$ cat src/rtl/gp_dma_wr_eng.sv
// Destination-side DMA drain engine: pops FIFO bytes, issues single-beat 32-bit writes.
// Optional GP_DMA_WR_ENG_STATS_EN adds the wr_beats granted-beat counter.
module gp_dma_wr_eng #(
    parameter int ADDR_W = 32,
    parameter int LEN_W  = 16
) (
    input  logic              clk,
    input  logic              rst,
    input  logic              start,
    input  logic [ADDR_W-1:0] dst_addr,
    input  logic [LEN_W-1:0]  len,
    input  logic              big_endian,
    input  logic              abort,
    output logic              busy,
    output logic              done,
    input  logic [4:0]        fifo_occ,
    input  logic [31:0]       fifo_rd_data,
    output logic              fifo_rd_en,
    output logic [1:0]        fifo_rd_baddress,
    output logic [2:0]        fifo_rd_xcnt,
    output logic              bus_req,
    input  logic              bus_gnt,
    output logic [ADDR_W-1:0] bus_addr,
    output logic [31:0]       bus_wdata,
    output logic [3:0]        bus_be
`ifdef GP_DMA_WR_ENG_STATS_EN
    ,
    output logic [15:0]       wr_beats
`endif
);

    typedef enum logic [1:0] {IDLE, FETCH, REQ, DONE} state_t;

    state_t            state, state_n;
    logic [ADDR_W-1:0] cur_addr;
    logic [LEN_W-1:0]  remaining;
    logic [2:0]        room;
    logic [2:0]        xcnt;
    logic [3:0]        le_be;
    logic [3:0]        be_n;
    logic              pop;
    logic              adv;
    logic              accept;

    // Beat size: bytes to the next word boundary, clipped by what is left.
    assign room  = 3'd4 - {1'b0, cur_addr[1:0]};
    assign xcnt  = (remaining < {{(LEN_W-3){1'b0}}, room}) ? remaining[2:0] : room;
    assign le_be = (4'b1111 >> (3'd4 - xcnt)) << cur_addr[1:0];
    assign be_n  = big_endian ? {le_be[0], le_be[1], le_be[2], le_be[3]} : le_be;

    assign accept           = (state == IDLE) && start;
    assign busy             = (state != IDLE);
    assign done             = (state == DONE);
    assign fifo_rd_en       = pop;
    assign fifo_rd_baddress = cur_addr[1:0];
    assign fifo_rd_xcnt     = xcnt;

    always_ff @(posedge clk or posedge rst) begin
        if (rst) begin
            state <= IDLE;
        end else begin
            state <= state_n;
        end
    end

    always_comb begin
        state_n = state;
        pop     = 1'b0;
        adv     = 1'b0;
        bus_req = 1'b0;
        unique case (state)
            IDLE: begin
                if (start) begin
                    state_n = (len == '0) ? DONE : FETCH;
                end
            end
            FETCH: begin
                if (abort) begin
                    state_n = IDLE;
                end else if (fifo_occ >= {2'b00, xcnt}) begin
                    pop     = 1'b1;
                    state_n = REQ;
                end
            end
            REQ: begin
                // abort wins over a same-cycle grant, so the request is withdrawn
                if (abort) begin
                    state_n = IDLE;
                end else begin
                    bus_req = 1'b1;
                    if (bus_gnt) begin
                        adv     = 1'b1;
                        state_n = (remaining == {{(LEN_W-3){1'b0}}, xcnt}) ? DONE : FETCH;
                    end
                end
            end
            DONE: begin
                state_n = IDLE;
            end
            default: begin
                state_n = IDLE;
            end
        endcase
    end

    always_ff @(posedge clk or posedge rst) begin
        if (rst) begin
            cur_addr  <= '0;
            remaining <= '0;
            bus_addr  <= '0;
            bus_wdata <= '0;
            bus_be    <= '0;
        end else begin
            if (accept) begin
                cur_addr  <= dst_addr;
                remaining <= len;
            end else if (adv) begin
                cur_addr  <= cur_addr + ADDR_W'(xcnt);
                remaining <= remaining - LEN_W'(xcnt);
            end
            if (pop) begin
                bus_addr  <= {cur_addr[ADDR_W-1:2], 2'b00};
                bus_wdata <= fifo_rd_data;
                bus_be    <= be_n;
            end
        end
    end

`ifdef GP_DMA_WR_ENG_STATS_EN
    always_ff @(posedge clk or posedge rst) begin
        if (rst) begin
            wr_beats <= '0;
        end else if (accept) begin
            wr_beats <= '0;
        end else if (adv && (wr_beats != 16'hFFFF)) begin
            wr_beats <= wr_beats + 16'd1;
        end
    end
`endif

endmodule

$ cat config.mk
export PLATFORM = sky130hd
export DESIGN_NAME = gp_dma_wr_eng
export DESIGN_NICKNAME = d
export VERILOG_FILES = /design/src/rtl/gp_dma_wr_eng.sv
export SDC_FILE = /design/constraint.sdc
export NUM_CORES = 1
export LEC_CHECK = 0
export BUFFER_PORTS_ARGS = -buffer_cell sky130_fd_sc_hd__buf_2
export CORE_MARGIN = 10
export CORE_UTILIZATION = 58
export CTS_CLUSTER_SIZE = 25
export DETAILED_ROUTE_END_ITERATION = 6
export PLACE_DENSITY = 0.87
export SLEW_MARGIN = 20
export SYNTH_ARGS = -nofsm -noshare
export SYNTH_HDL_FRONTEND = slang
export SYNTH_SLANG_ARGS = --single-unit
$ cat constraint.sdc
create_clock -name clk -period 14.7 [get_ports clk]
set_clock_uncertainty 0.2 [all_clocks]
set_input_delay 2.94 -clock clk [delete_from_list [all_inputs] [get_ports clk]]
set_output_delay 2.94 -clock clk [all_outputs]
set_load 0.01 [all_outputs]
==> flow_metrics.py, run 1 <==
metrics = {
    "synthesis": {
        "number_of_synthesized_flops_with_an_enable_pin": 0,
        "synth-seq-cells": 116,
        "netlist_instances": 597,
        "seq_area_frac_synth_pct": 45.4,
        "postSynth.asyncResetShare_pct": 100,
        "syn_area_sq_um": 6390,
        "synthFlopType": "sky130_fd_sc_hd__dfrtp_1",
        "post_synth_num_cell_types": 79,
        "count_of_warnings_emitted_by_yosys": 0,
        "synthesis.area_per_instance_sq_um": 10.7,
    },
    "finish": {
        "post_route_cells_drive_above_1_share_pct": 37.4,
        "antenna_cells": 0,
        "area.growth.synth_to_final_pct": 21.9,
        "final_design_area_no_fill_sq_um": 7790,
        "final_util_pct": 72.1,
        "fin_nets": 852,
    },
    "floorplanning": {
        "design.die.area_sq_um": 15600,
        "core-area_sq_um": 10800,
        "boundaryPins": 168,
        "die_y_um": 125,
        "die_width_um": 125,
        "std_cell_rows": 38,
        "floorplan.initialDensity_pct": 59.2,
    },
    "pwr": {
        "power.static_leakage_uw": 0.00354,
        "power.internal_uw": 1080,
        "comb_power_share_pct": 44.6,
        "clock_power_share_pct": 21.5,
        "pwr_total_uw": 1850,
        "seq_power_share_pct": 33.9,
        "vdd.ir_drop.worst_mv": 0.144,
        "p_per_area_nw_per_um2": 237,
        "p_sw_uw": 761,
        "sw_frac_of_total_pct": 41.2,
    },
    "routing": {
        "drtPass1Iterations": 5,
        "drc_viols": 0,
        "drtIter0Drc": 441,
        "wire_per_inst_um": 20.3,
        "drtAntennaViolNets": 0,
        "routed_wire_length_mm": 18.3,
        "detailroute.via_count": 5572,
        "per_cell_via_count_in_the_routed_design": 6.17,
    },
    "timing": {
        "timing_max_transition_violations_final": 0,
        "unrepaired_setup_endpoints_after_global_routing": "no",
        "final.setup.tns_ns": 0,
        "worst_pin_slew_ns": 1.12,
        "final-setup-viol-count": 0,
        "max_freq_mhz": 118,
        "post-route-min-period_ns": 8.50,
        "timing.final.hold_violations": 0,
        "fraction_of_the_cycle_the_final_worst_path_needs_pct": 57.8,
        "max_slew_margin_pct": 25.1,
    },
    "clock_tree": {
        "worst_setup_hold_path_clk_slew_ns": 0.06,
        "max_h_tree_level": 4,
        "tritoncts_clock_tree": "built",
        "ctsLongestPathBuffers": 2,
        "post_cts_buffers": 0,
        "cts_made_buffers": 17,
        "ctsRootBufferMaster": "sky130_fd_sc_hd__clkbuf_8",
        "ctsHoldBuffers": 0,
        "cts.sinks": 116,
        "cts-resized-gates": 0,
        "clock_latency_reported_for_the_late_side_of_the_worst_skew_pair_ns": 0.52,
    },
    "job": {
        "max_cap_violations": 0,
    },
    "critical_path": {
        "required_ns": 11.56,
        "critical_path.startpoint_type": "flop",
        "critPathKind": "reg2out",
        "arrival_ns": 5.36,
        "worst_setup_end_kind": "output port",
        "cp_max_fo": 67,
    },
    "grt": {
        "grt_antenna_before_repair": 0,
        "grtUsageTotal_pct": 22.9,
        "grt_max_degree": 72,
        "grt_first_pass_wirelength_mm": 29.6,
        "first_global_vias": 5711,
        "grt_overflow": 0,
    },
    "place": {
        "placed_area_sq_um": 7210,
        "gp_congestion": 0.911,
        "detailedPlacementHpwl_mm": 12.8,
        "numPortBuffers": 165,
    },
    "run_status": {
        "outcome": "finished, final reports clean",
    },
    "worst_hold_path": {
        "hp-class": "reg2reg",
    },
}
per-stage QoR:
stage	setup slack [ns]	hold WS [ns]	cells
2_1_floorplan	7.33	0.280	598
3_3_place_gp	6.54	0.285	871
3_5_place_dp	6.43	0.290	871
4_1_cts	6.18	0.304	903
5_1_grt	5.80	0.317	903
6_report	6.20	0.300	903
final cells by class:
type,instances,area (sq um)
sequential,116,2900
clock buffer,18,418
fill,759,3010
tap,140,175
multi-input combinational,423,3190
clock inverter,14,154
inverter,23,88.8
timing repair buffer,169,856
worst max-delay path: stages (launching register included):
cell and delay (ns):
sky130_fd_sc_hd__dfrtp_1 0.55, sky130_fd_sc_hd__inv_1 0.14, sky130_fd_sc_hd__ha_1 0.38, sky130_fd_sc_hd__inv_1 0.08, sky130_fd_sc_hd__ha_1 0.23, sky130_fd_sc_hd__nor4_2 0.30, sky130_fd_sc_hd__nand4_2 0.26, sky130_fd_sc_hd__a21oi_2 0.45
sky130_fd_sc_hd__nor2_1 0.10, sky130_fd_sc_hd__a21o_1 0.26, sky130_fd_sc_hd__ha_1 0.30, sky130_fd_sc_hd__nand2b_1 0.10, sky130_fd_sc_hd__a21oi_1 0.10, sky130_fd_sc_hd__a211oi_1 0.30, sky130_fd_sc_hd__o22ai_2 0.17, sky130_fd_sc_hd__nor2_4 0.09
sky130_fd_sc_hd__buf_4 0.71, sky130_fd_sc_hd__buf_2 0.28
layer usage:
metal,GRT usage [%],routed length [um],part of all wire [%],vias to the layer above
li1,-,-,-,2553
met1,28.4,7580,41,2719
met2,37.7,9080,50,273
met3,6.21,1430,7.8,27
met4,7.93,223,1.2,0
met5,0,0,0,-
kinds of logic after synthesis:
| family | share of synthesized area, % |
|---|---|
| mux | 13.2 |
| buf+inv | 5.00 |
| flops | 45.4 |
| compound gates | 18.3 |
| xor+xnor | 1.23 |
| other cells | 0.0587 |
| fa+ha+maj | 2.27 |
| simple gates | 14.4 |
state kept, by name (all words and copies together) (netlist names):
name	count
remaining	16
bus_be	4
bus_addr	30
state	2
bus_wdata	32
cur_addr	32
final timing paths:
| check | from | endpoint | slack, ns | cells past startpoint |
|---|---|---|---|---|
| min | bus_addr[18] | bus_addr[18] | 0.30 | 1 |
| max reg2reg | cur_addr[1] | cur_addr[19] | 9.17 | 17 |
| max in group asynchronous | rst | cur_addr[13] | 10.70 | 3 |
| min in group asynchronous | rst | bus_addr[16] | 2.27 | 2 |
| min reg2reg | bus_addr[18] | bus_addr[18] | 0.30 | 1 |
| max | cur_addr[1] | fifo_rd_en | 6.20 | 17 |
cell usage in the layout, fill, tap and decap left out, types with 8 or more instances in the layout:
cell type / netlist / final
sky130_fd_sc_hd__nand3_1: 20 / 20
sky130_fd_sc_hd__nor2_1: 25 / 24
sky130_fd_sc_hd__o311ai_1: 13 / 13
sky130_fd_sc_hd__nand2_1: 62 / 62
sky130_fd_sc_hd__a22oi_1: 9 / 9
sky130_fd_sc_hd__a21oi_1: 20 / 20
sky130_fd_sc_hd__clkbuf_16: 0 / 16
sky130_fd_sc_hd__o21ai_0: 21 / 21
sky130_fd_sc_hd__nor3_1: 9 / 9
sky130_fd_sc_hd__a31oi_1: 8 / 8
sky130_fd_sc_hd__mux2_2: 37 / 37
sky130_fd_sc_hd__ha_1: 10 / 10
sky130_fd_sc_hd__o211ai_1: 14 / 14
sky130_fd_sc_hd__mux2_4: 25 / 25
sky130_fd_sc_hd__inv_1: 23 / 22
sky130_fd_sc_hd__buf_2: 4 / 165
sky130_fd_sc_hd__dfrtp_1: 116 / 116
cells in the mapped netlist, types with 6 or more instances:
| library cell | n | area (sq um) |
|---|---|---|
| sky130_fd_sc_hd__ha_1 | 10 | 125 |
| sky130_fd_sc_hd__a22oi_1 | 9 | 67.6 |
| sky130_fd_sc_hd__o211ai_1 | 14 | 105 |
| sky130_fd_sc_hd__o311ai_0 | 7 | 61.3 |
| sky130_fd_sc_hd__clkbuf_1 | 17 | 63.8 |
| sky130_fd_sc_hd__a21oi_1 | 20 | 100 |
| sky130_fd_sc_hd__nand2b_1 | 7 | 43.8 |
| sky130_fd_sc_hd__nor3_1 | 9 | 45.0 |
| sky130_fd_sc_hd__nand4_1 | 6 | 37.5 |
| sky130_fd_sc_hd__mux2_2 | 37 | 417 |
| sky130_fd_sc_hd__a31oi_1 | 8 | 50.1 |
| sky130_fd_sc_hd__inv_1 | 23 | 86.3 |
| sky130_fd_sc_hd__mux2_4 | 25 | 375 |
| sky130_fd_sc_hd__o311ai_1 | 13 | 114 |
| sky130_fd_sc_hd__nand2_1 | 62 | 233 |
| sky130_fd_sc_hd__a221o_1 | 7 | 70.1 |
| sky130_fd_sc_hd__o21ai_0 | 21 | 105 |
| sky130_fd_sc_hd__a211oi_1 | 7 | 52.6 |
| sky130_fd_sc_hd__nand3_1 | 20 | 100 |
| sky130_fd_sc_hd__a21o_1 | 6 | 45.0 |
| sky130_fd_sc_hd__buf_4 | 7 | 52.6 |
| sky130_fd_sc_hd__nor2_1 | 25 | 93.8 |
| sky130_fd_sc_hd__dfrtp_1 | 116 | 2900 |
| sky130_fd_sc_hd__and3_1 | 6 | 37.5 |
power by group through the flow:
stage | clock (uW) | sequential, uW | combinational (uW)
detailed placement | 0 | 624 | 815
CTS | 402 | 622 | 824
finish | 397 | 625 | 823
floorplan | 0 | 628 | 547
global route | 419 | 648 | 901
global placement | 0 | 607 | 790
(Power assumes the default switching activity.)
==> run 2: changes to the inputs <==
--- a/config.mk
+++ b/config.mk
@@ -7,10 +7,10 @@
 export LEC_CHECK = 0
 export BUFFER_PORTS_ARGS = -buffer_cell sky130_fd_sc_hd__buf_2
 export CORE_MARGIN = 10
-export CORE_UTILIZATION = 58
+export CORE_UTILIZATION = 48
 export CTS_CLUSTER_SIZE = 25
 export DETAILED_ROUTE_END_ITERATION = 6
-export PLACE_DENSITY = 0.87
+export PLACE_DENSITY = 0.77
 export SLEW_MARGIN = 20
 export SYNTH_ARGS = -nofsm -noshare
 export SYNTH_HDL_FRONTEND = slang
==> constraint.sdc (replaced) <==
create_clock -name clk -period 7.01 [get_ports clk]
set_clock_uncertainty 0.2 [all_clocks]
set_input_delay 1.402 -clock clk [delete_from_list [all_inputs] [get_ports clk]]
set_output_delay 1.402 -clock clk [all_outputs]
set_load 0.01 [all_outputs]
==> run 2 against run 1 <==
Sequential share of layout area is 0.79 points lower. Critical path depth down 1. Register-to-register slack worse by 7.7 ns. Combinational power up 110%. First-iteration DRC count shrank 5.7%. Via count down 1.1%. Clock power is 140% higher. Utilization fell by 12 points. Critical endpoint unchanged. Cell count is 4.2% higher. Non-clock buffer count increased by 2.
==> flow_metrics.py, run 2 (synthesized netlist as in run 1, its figures left out) <==
metrics = {
    "clock_tree": {
        "cts.sinks": 116,
        "tritoncts_clock_tree": "built",
        "clock_latency_reported_for_the_late_side_of_the_worst_skew_pair_ns": 0.41,
        "ctsHoldBuffers": 0,
        "cts_made_buffers": 17,
        "worst_setup_hold_path_clk_slew_ns": 0.05,
        "post_cts_buffers": 0,
        "ctsLongestPathBuffers": 2,
        "max_h_tree_level": 4,
        "cts-resized-gates": 0,
        "ctsRootBufferMaster": "sky130_fd_sc_hd__clkbuf_16",
    },
    "timing": {
        "final-setup-viol-count": 0,
        "timing_max_transition_violations_final": 0,
        "worst_pin_slew_ns": 0.986,
        "fraction_of_the_cycle_the_final_worst_path_needs_pct": 84.3,
        "max_slew_margin_pct": 34.3,
        "max_freq_mhz": 169,
        "post-route-min-period_ns": 5.91,
        "unrepaired_setup_endpoints_after_global_routing": "no",
        "timing.final.hold_violations": 0,
        "final.setup.tns_ns": 0,
    },
    "critical_path": {
        "required_ns": 5.41,
        "worstReg2RegStart": "cur_addr[1]",
        "critPathKind": "reg2out",
        "timing.rr.end": "cur_addr[19]",
        "r2r.worst_path.cells": 17,
        "crit_cells": 16,
        "arrival_ns": 4.31,
        "cp_max_fo": 15,
        "critical_path.max_stage_delay_ns": 0.53,
        "critPathBufInv": 3,
        "worstSetupStartpoint": "cur_addr[1]",
        "cp_cell_sequence": "inv_1 > ha_1 > inv_1 > ha_1 > nor4_2 > nand4_2 > a21oi_2 > nor2_1 > a21o_1 > ha_1 > nand2b_1 > a21oi_1 > a211oi_1 > o22ai_2 > nor2_4 > buf_2",
        "cpMostUsedCell": "sky130_fd_sc_hd__ha_1",
        "worst_path_dominant_cell_family": "compound AO/OA/AOI/OAI gates",
        "critical_path.startpoint_type": "flop",
        "worst_setup_end_kind": "output port",
        "crit_slowest_cell": "sky130_fd_sc_hd__dfrtp_1",
        "timing.reg2reg.setup_slack_ns": 1.43,
    },
    "run_status": {
        "outcome": "finished, final reports clean",
    },
    "finish": {
        "fillCellCount": 1093,
        "final_design_area_no_fill_sq_um": 7950,
        "layout_top_registers": "bus_wdata: 32 flops, cur_addr: 32 flops, bus_addr: 30 flops",
        "final_util_pct": 60.5,
        "area.growth.synth_to_final_pct": 24.5,
        "fin_nets": 854,
        "antenna_cells": 0,
        "layout.cells.most_common_list": "sky130_fd_sc_hd__buf_2, sky130_fd_sc_hd__dfrtp_1, sky130_fd_sc_hd__nand2_1, sky130_fd_sc_hd__mux2_2, sky130_fd_sc_hd__mux2_4",
        "post_route_cells_drive_above_1_share_pct": 37.6,
        "final_common_cell": "sky130_fd_sc_hd__buf_2",
    },
    "floorplanning": {
        "die_width_um": 135,
        "design.die.area_sq_um": 18300,
        "floorplan.initialDensity_pct": 48.6,
        "core-area_sq_um": 13100,
        "boundaryPins": 168,
        "std_cell_rows": 42,
        "die_y_um": 135,
    },
    "routing": {
        "drtIter0Drc": 416,
        "routed_wire_length_mm": 17.9,
        "drtPass1Iterations": 5,
        "drtAntennaViolNets": 0,
        "detailroute.via_count": 5508,
        "per_cell_via_count_in_the_routed_design": 5.85,
        "wire_per_inst_um": 19.0,
        "drc_viols": 0,
    },
    "job": {
        "max_cap_violations": 0,
    },
    "pwr": {
        "power.static_leakage_uw": 0.00359,
        "power.internal_uw": 2420,
        "clock_power_share_pct": 24.2,
        "seq_power_share_pct": 32.8,
        "p_sw_uw": 1560,
        "comb_power_share_pct": 43.0,
        "vdd.ir_drop.worst_mv": 0.238,
        "p_per_area_nw_per_um2": 501,
        "sw_frac_of_total_pct": 39.3,
    },
    "grt": {
        "grt_antenna_before_repair": 0,
        "grt_overflow": 0,
        "grt_first_pass_wirelength_mm": 28.7,
        "grt_max_degree": 80,
        "first_global_vias": 5477,
        "grtUsageTotal_pct": 19.2,
    },
    "worst_hold_path": {
        "min_from": "bus_addr[16]",
        "hp-class": "reg2reg",
        "min_to": "bus_addr[16]",
        "worstHoldPathCells": 1,
    },
    "place": {
        "numPortBuffers": 165,
        "gp_congestion": 0.871,
        "placed_area_sq_um": 7270,
        "detailedPlacementHpwl_mm": 13.0,
    },
}
==> run 2: cell count changes in the layout (fill, tap and decap cells not counted) <==
cell | before | now
sky130_fd_sc_hd__bufinv_16 | 2 | 5
sky130_fd_sc_hd__clkinvlp_4 | 3 | 4
sky130_fd_sc_hd__clkinv_4 | 4 | 2
sky130_fd_sc_hd__buf_12 | 0 | 1
sky130_fd_sc_hd__buf_6 | 0 | 1
sky130_fd_sc_hd__clkbuf_1 | 1 | 0
sky130_fd_sc_hd__clkinv_2 | 2 | 0
sky130_fd_sc_hd__clkbuf_16 | 16 | 17
==> run 2: stage by stage <==
step,setup slack [ns],total power [uW],hold WS (ns),cells
2_1_floorplan,1.61,2460,0.280,598
3_3_place_gp,1.79,2940,0.284,908
3_5_place_dp,1.54,3010,0.288,908
4_1_cts,1.10,3990,0.303,940
5_1_grt,0.690,4260,0.313,941
6_report,1.10,3980,0.300,941
==> run 2: worst max-delay path by stage <==
stage	to	slack (ns)
finish	fifo_rd_en	1.10
global route	fifo_rd_en	0.69
CTS	fifo_rd_en	1.10
detailed placement	fifo_rd_en	1.54
global placement	fifo_rd_en	1.79
floorplan	fifo_rd_en	1.61
==> run 2: per-layer routing <==
metal  GRT usage (%)  vias up  wire, um
met4            6.46        0       247
met1            24.5     2696      7640
li1                -     2556         -
met3            6.12       24      1580
met2            30.1      232      8440
met5               0        -         0
==> run 2: cell type report <==
| cell class | count | area, sq um | share of cell area [%] |
|---|---|---|---|
| Tap cell | 176 | 220 | 2.77 |
| Multi-Input combinational cell | 423 | 3190 | 40.1 |
| Timing Repair Buffer | 171 | 887 | 11.2 |
| Clock inverter | 14 | 224 | 2.82 |
| Inverter | 23 | 88.8 | 1.12 |
| Clock buffer | 18 | 439 | 5.52 |
| Sequential cell | 116 | 2900 | 36.5 |
==> run 2: power groups by stage <==
stage | Clock (uW) | Combinational, uW | Sequential [uW]
4_1_cts | 980 | 1710 | 1300
3_3_place_gp | 0 | 1660 | 1280
3_5_place_dp | 0 | 1700 | 1310
6_report | 965 | 1710 | 1310
2_1_floorplan | 0 | 1150 | 1320
5_1_grt | 1020 | 1890 | 1360
==> run 3: changes to the inputs <==
--- a/config.mk
+++ b/config.mk
@@ -7,10 +7,10 @@
 export LEC_CHECK = 0
 export BUFFER_PORTS_ARGS = -buffer_cell sky130_fd_sc_hd__buf_2
 export CORE_MARGIN = 10
-export CORE_UTILIZATION = 48
+export CORE_UTILIZATION = 53
 export CTS_CLUSTER_SIZE = 25
 export DETAILED_ROUTE_END_ITERATION = 6
-export PLACE_DENSITY = 0.77
+export PLACE_DENSITY = 0.8
 export SLEW_MARGIN = 20
 export SYNTH_ARGS = -nofsm -noshare
 export SYNTH_HDL_FRONTEND = slang
==> constraint.sdc (replaced) <==
create_clock -name clk -period 6.1 [get_ports clk]
set_clock_uncertainty 0.2 [all_clocks]
set_input_delay 1.22 -clock clk [delete_from_list [all_inputs] [get_ports clk]]
set_output_delay 1.22 -clock clk [all_outputs]
set_load 0.01 [all_outputs]
==> run 3 against run 2 <==
Utilization is 4.9 points higher. Non-clock buffer count is 1 higher. Die area is 8.1% lower. Global-route usage is 2.3 points higher. Register-to-register slack worse by 0.75 ns. Cell area is 2.0% lower. Count of clock-buffer cells in the layout is 5 higher. Sequential share of layout area is 0.74 points higher. Critical path type unchanged. Largest cell class unchanged.
==> flow_metrics.py, run 3 (synthesized netlist as in run 1, its figures left out) <==
metrics = {
    "grt": {
        "grt_first_pass_wirelength_mm": 28.8,
        "grt_antenna_before_repair": 0,
        "grt_max_degree": 83,
        "grt_overflow": 0,
        "grtUsageTotal_pct": 21.5,
        "first_global_vias": 5526,
    },
    "clock_tree": {
        "ctsLongestPathBuffers": 2,
        "cts-resized-gates": 0,
        "post_cts_buffers": 0,
        "tritoncts_clock_tree": "built",
        "ctsHoldBuffers": 0,
        "ctsRootBufferMaster": "sky130_fd_sc_hd__clkbuf_16",
        "max_h_tree_level": 4,
        "clock_latency_reported_for_the_late_side_of_the_worst_skew_pair_ns": 0.42,
        "cts_made_buffers": 17,
        "worst_setup_hold_path_clk_slew_ns": 0.05,
        "cts.sinks": 116,
    },
    "floorplanning": {
        "core-area_sq_um": 11900,
        "boundaryPins": 168,
        "die_y_um": 130,
        "design.die.area_sq_um": 16800,
        "floorplan.initialDensity_pct": 53.6,
        "die_width_um": 130,
        "std_cell_rows": 40,
    },
    "finish": {
        "layout.cells.most_common_list": "sky130_fd_sc_hd__buf_2, sky130_fd_sc_hd__dfrtp_1, sky130_fd_sc_hd__nand2_1, sky130_fd_sc_hd__mux2_2, sky130_fd_sc_hd__mux2_4",
        "fin_nets": 855,
        "final_common_cell": "sky130_fd_sc_hd__buf_2",
        "post_route_cells_drive_above_1_share_pct": 37.1,
        "final_design_area_no_fill_sq_um": 7790,
        "layout_top_registers": "bus_wdata: 32 flops, cur_addr: 32 flops, bus_addr: 30 flops",
        "fillCellCount": 955,
        "area.growth.synth_to_final_pct": 22.0,
        "antenna_cells": 0,
    },
    "routing": {
        "drtIter0Drc": 424,
        "per_cell_via_count_in_the_routed_design": 6.07,
        "routed_wire_length_mm": 18.0,
        "wire_per_inst_um": 19.8,
        "drtPass1Iterations": 5,
        "drc_viols": 0,
        "drtAntennaViolNets": 0,
        "detailroute.via_count": 5537,
    },
    "job": {
        "max_cap_violations": 0,
    },
    "critical_path": {
        "worstReg2RegStart": "cur_addr[1]",
        "critPathKind": "reg2out",
        "critPathBufInv": 3,
        "cp_max_fo": 15,
        "critical_path.max_stage_delay_ns": 0.54,
        "critical_path.startpoint_type": "flop",
        "crit_cells": 16,
        "timing.reg2reg.setup_slack_ns": 0.68,
        "worst_path_dominant_cell_family": "compound AO/OA/AOI/OAI gates",
        "timing.rr.end": "cur_addr[19]",
        "cp_cell_sequence": "inv_1 > ha_1 > inv_1 > ha_1 > nor4_2 > nand4_2 > a21oi_2 > nor2_1 > a21o_1 > ha_1 > nand2b_1 > a21oi_1 > a211oi_1 > o22ai_2 > nor2_4 > buf_2",
        "r2r.worst_path.cells": 17,
        "crit_slowest_cell": "sky130_fd_sc_hd__dfrtp_1",
        "required_ns": 4.68,
        "arrival_ns": 4.27,
        "worst_setup_end_kind": "output port",
        "cpMostUsedCell": "sky130_fd_sc_hd__ha_1",
    },
    "timing": {
        "timing_max_transition_violations_final": 0,
        "hold_slack_ns": 0.297,
        "post-route-min-period_ns": 5.69,
        "timing.final.hold_violations": 0,
        "final.setup.tns_ns": 0,
        "worst_pin_slew_ns": 0.986,
        "final-setup-viol-count": 0,
        "max_freq_mhz": 176,
        "max_slew_margin_pct": 34.1,
        "fraction_of_the_cycle_the_final_worst_path_needs_pct": 93.2,
        "unrepaired_setup_endpoints_after_global_routing": "no",
        "worst_slack_ns": 0.413,
    },
    "pwr": {
        "p_per_area_nw_per_um2": 565,
        "power.static_leakage_uw": 0.00354,
        "pwr_total_uw": 4410,
        "vdd.ir_drop.worst_mv": 0.284,
    },
    "worst_hold_path": {
        "min_from": "bus_addr[8]",
        "worstHoldPathCells": 1,
        "min_to": "bus_addr[8]",
        "hp-class": "reg2reg",
    },
    "place": {
        "detailedPlacementHpwl_mm": 13.0,
        "setup_slack_placement_ns": 0.711,
        "numPortBuffers": 165,
        "placed_area_sq_um": 7250,
        "gp_congestion": 0.917,
    },
    "run_status": {
        "outcome": "finished, final reports clean",
    },
}
-- run 3: cell types whose count changed in the layout (fill, tap and decap cells not counted), moves of 2 or more --
cell	delta
sky130_fd_sc_hd__bufinv_16	-4
sky130_fd_sc_hd__inv_6	-2
sky130_fd_sc_hd__buf_4	+3
sky130_fd_sc_hd__clkbuf_1	+4
sky130_fd_sc_hd__clkinv_2	+2
-- run 3: per-layer routing --
layer	routed length, um	track usage (%)	up-vias
met3	1480	6.49	24
met5	0	0	-
met2	8380	33.0	230
met1	7880	28.3	2715
met4	298	7.47	0
li1	-	-	2568
-- run 3: worst max-delay path by stage --
stage                      startpoint           end  slack, ns
after floorplan           cur_addr[1]    fifo_rd_en       0.88
after global placement    cur_addr[1]  cur_addr[19]       1.02
after detailed placement  cur_addr[1]  cur_addr[19]       0.71
after CTS                 cur_addr[1]    fifo_rd_en       0.45
after global routing      cur_addr[1]    fifo_rd_en       0.08
final                     cur_addr[1]    fifo_rd_en       0.41
-- run 3: final cells by class --
cell class / count / area [sq um] / share of cell area (%)
clock inverters: 8 / 78.8 / 1.01
well taps: 147 / 184 / 2.36
multi-input cells: 423 / 3190 / 40.9
flip-flops and latches: 116 / 2900 / 37.2
inverters: 23 / 91.3 / 1.17
clock buffers: 23 / 468 / 6.00
repair buffers: 172 / 878 / 11.3
-- run 3: stage by stage --
stage / utilization, % / cells
after global routing: 65.4 / 912
after CTS: 65.4 / 912
final: 65.4 / 912
after global placement: 60.8 / 881
after detailed placement: 60.8 / 881
after floorplan: - / 598
-- run 3: power by group --
| part | total, uW | switching (uW) | internal, uW |
|---|---|---|---|
| clock | 922 | 345 | 577 |
| sequential | 1510 | 362 | 1150 |
| combinational | 1970 | 1080 | 889 |
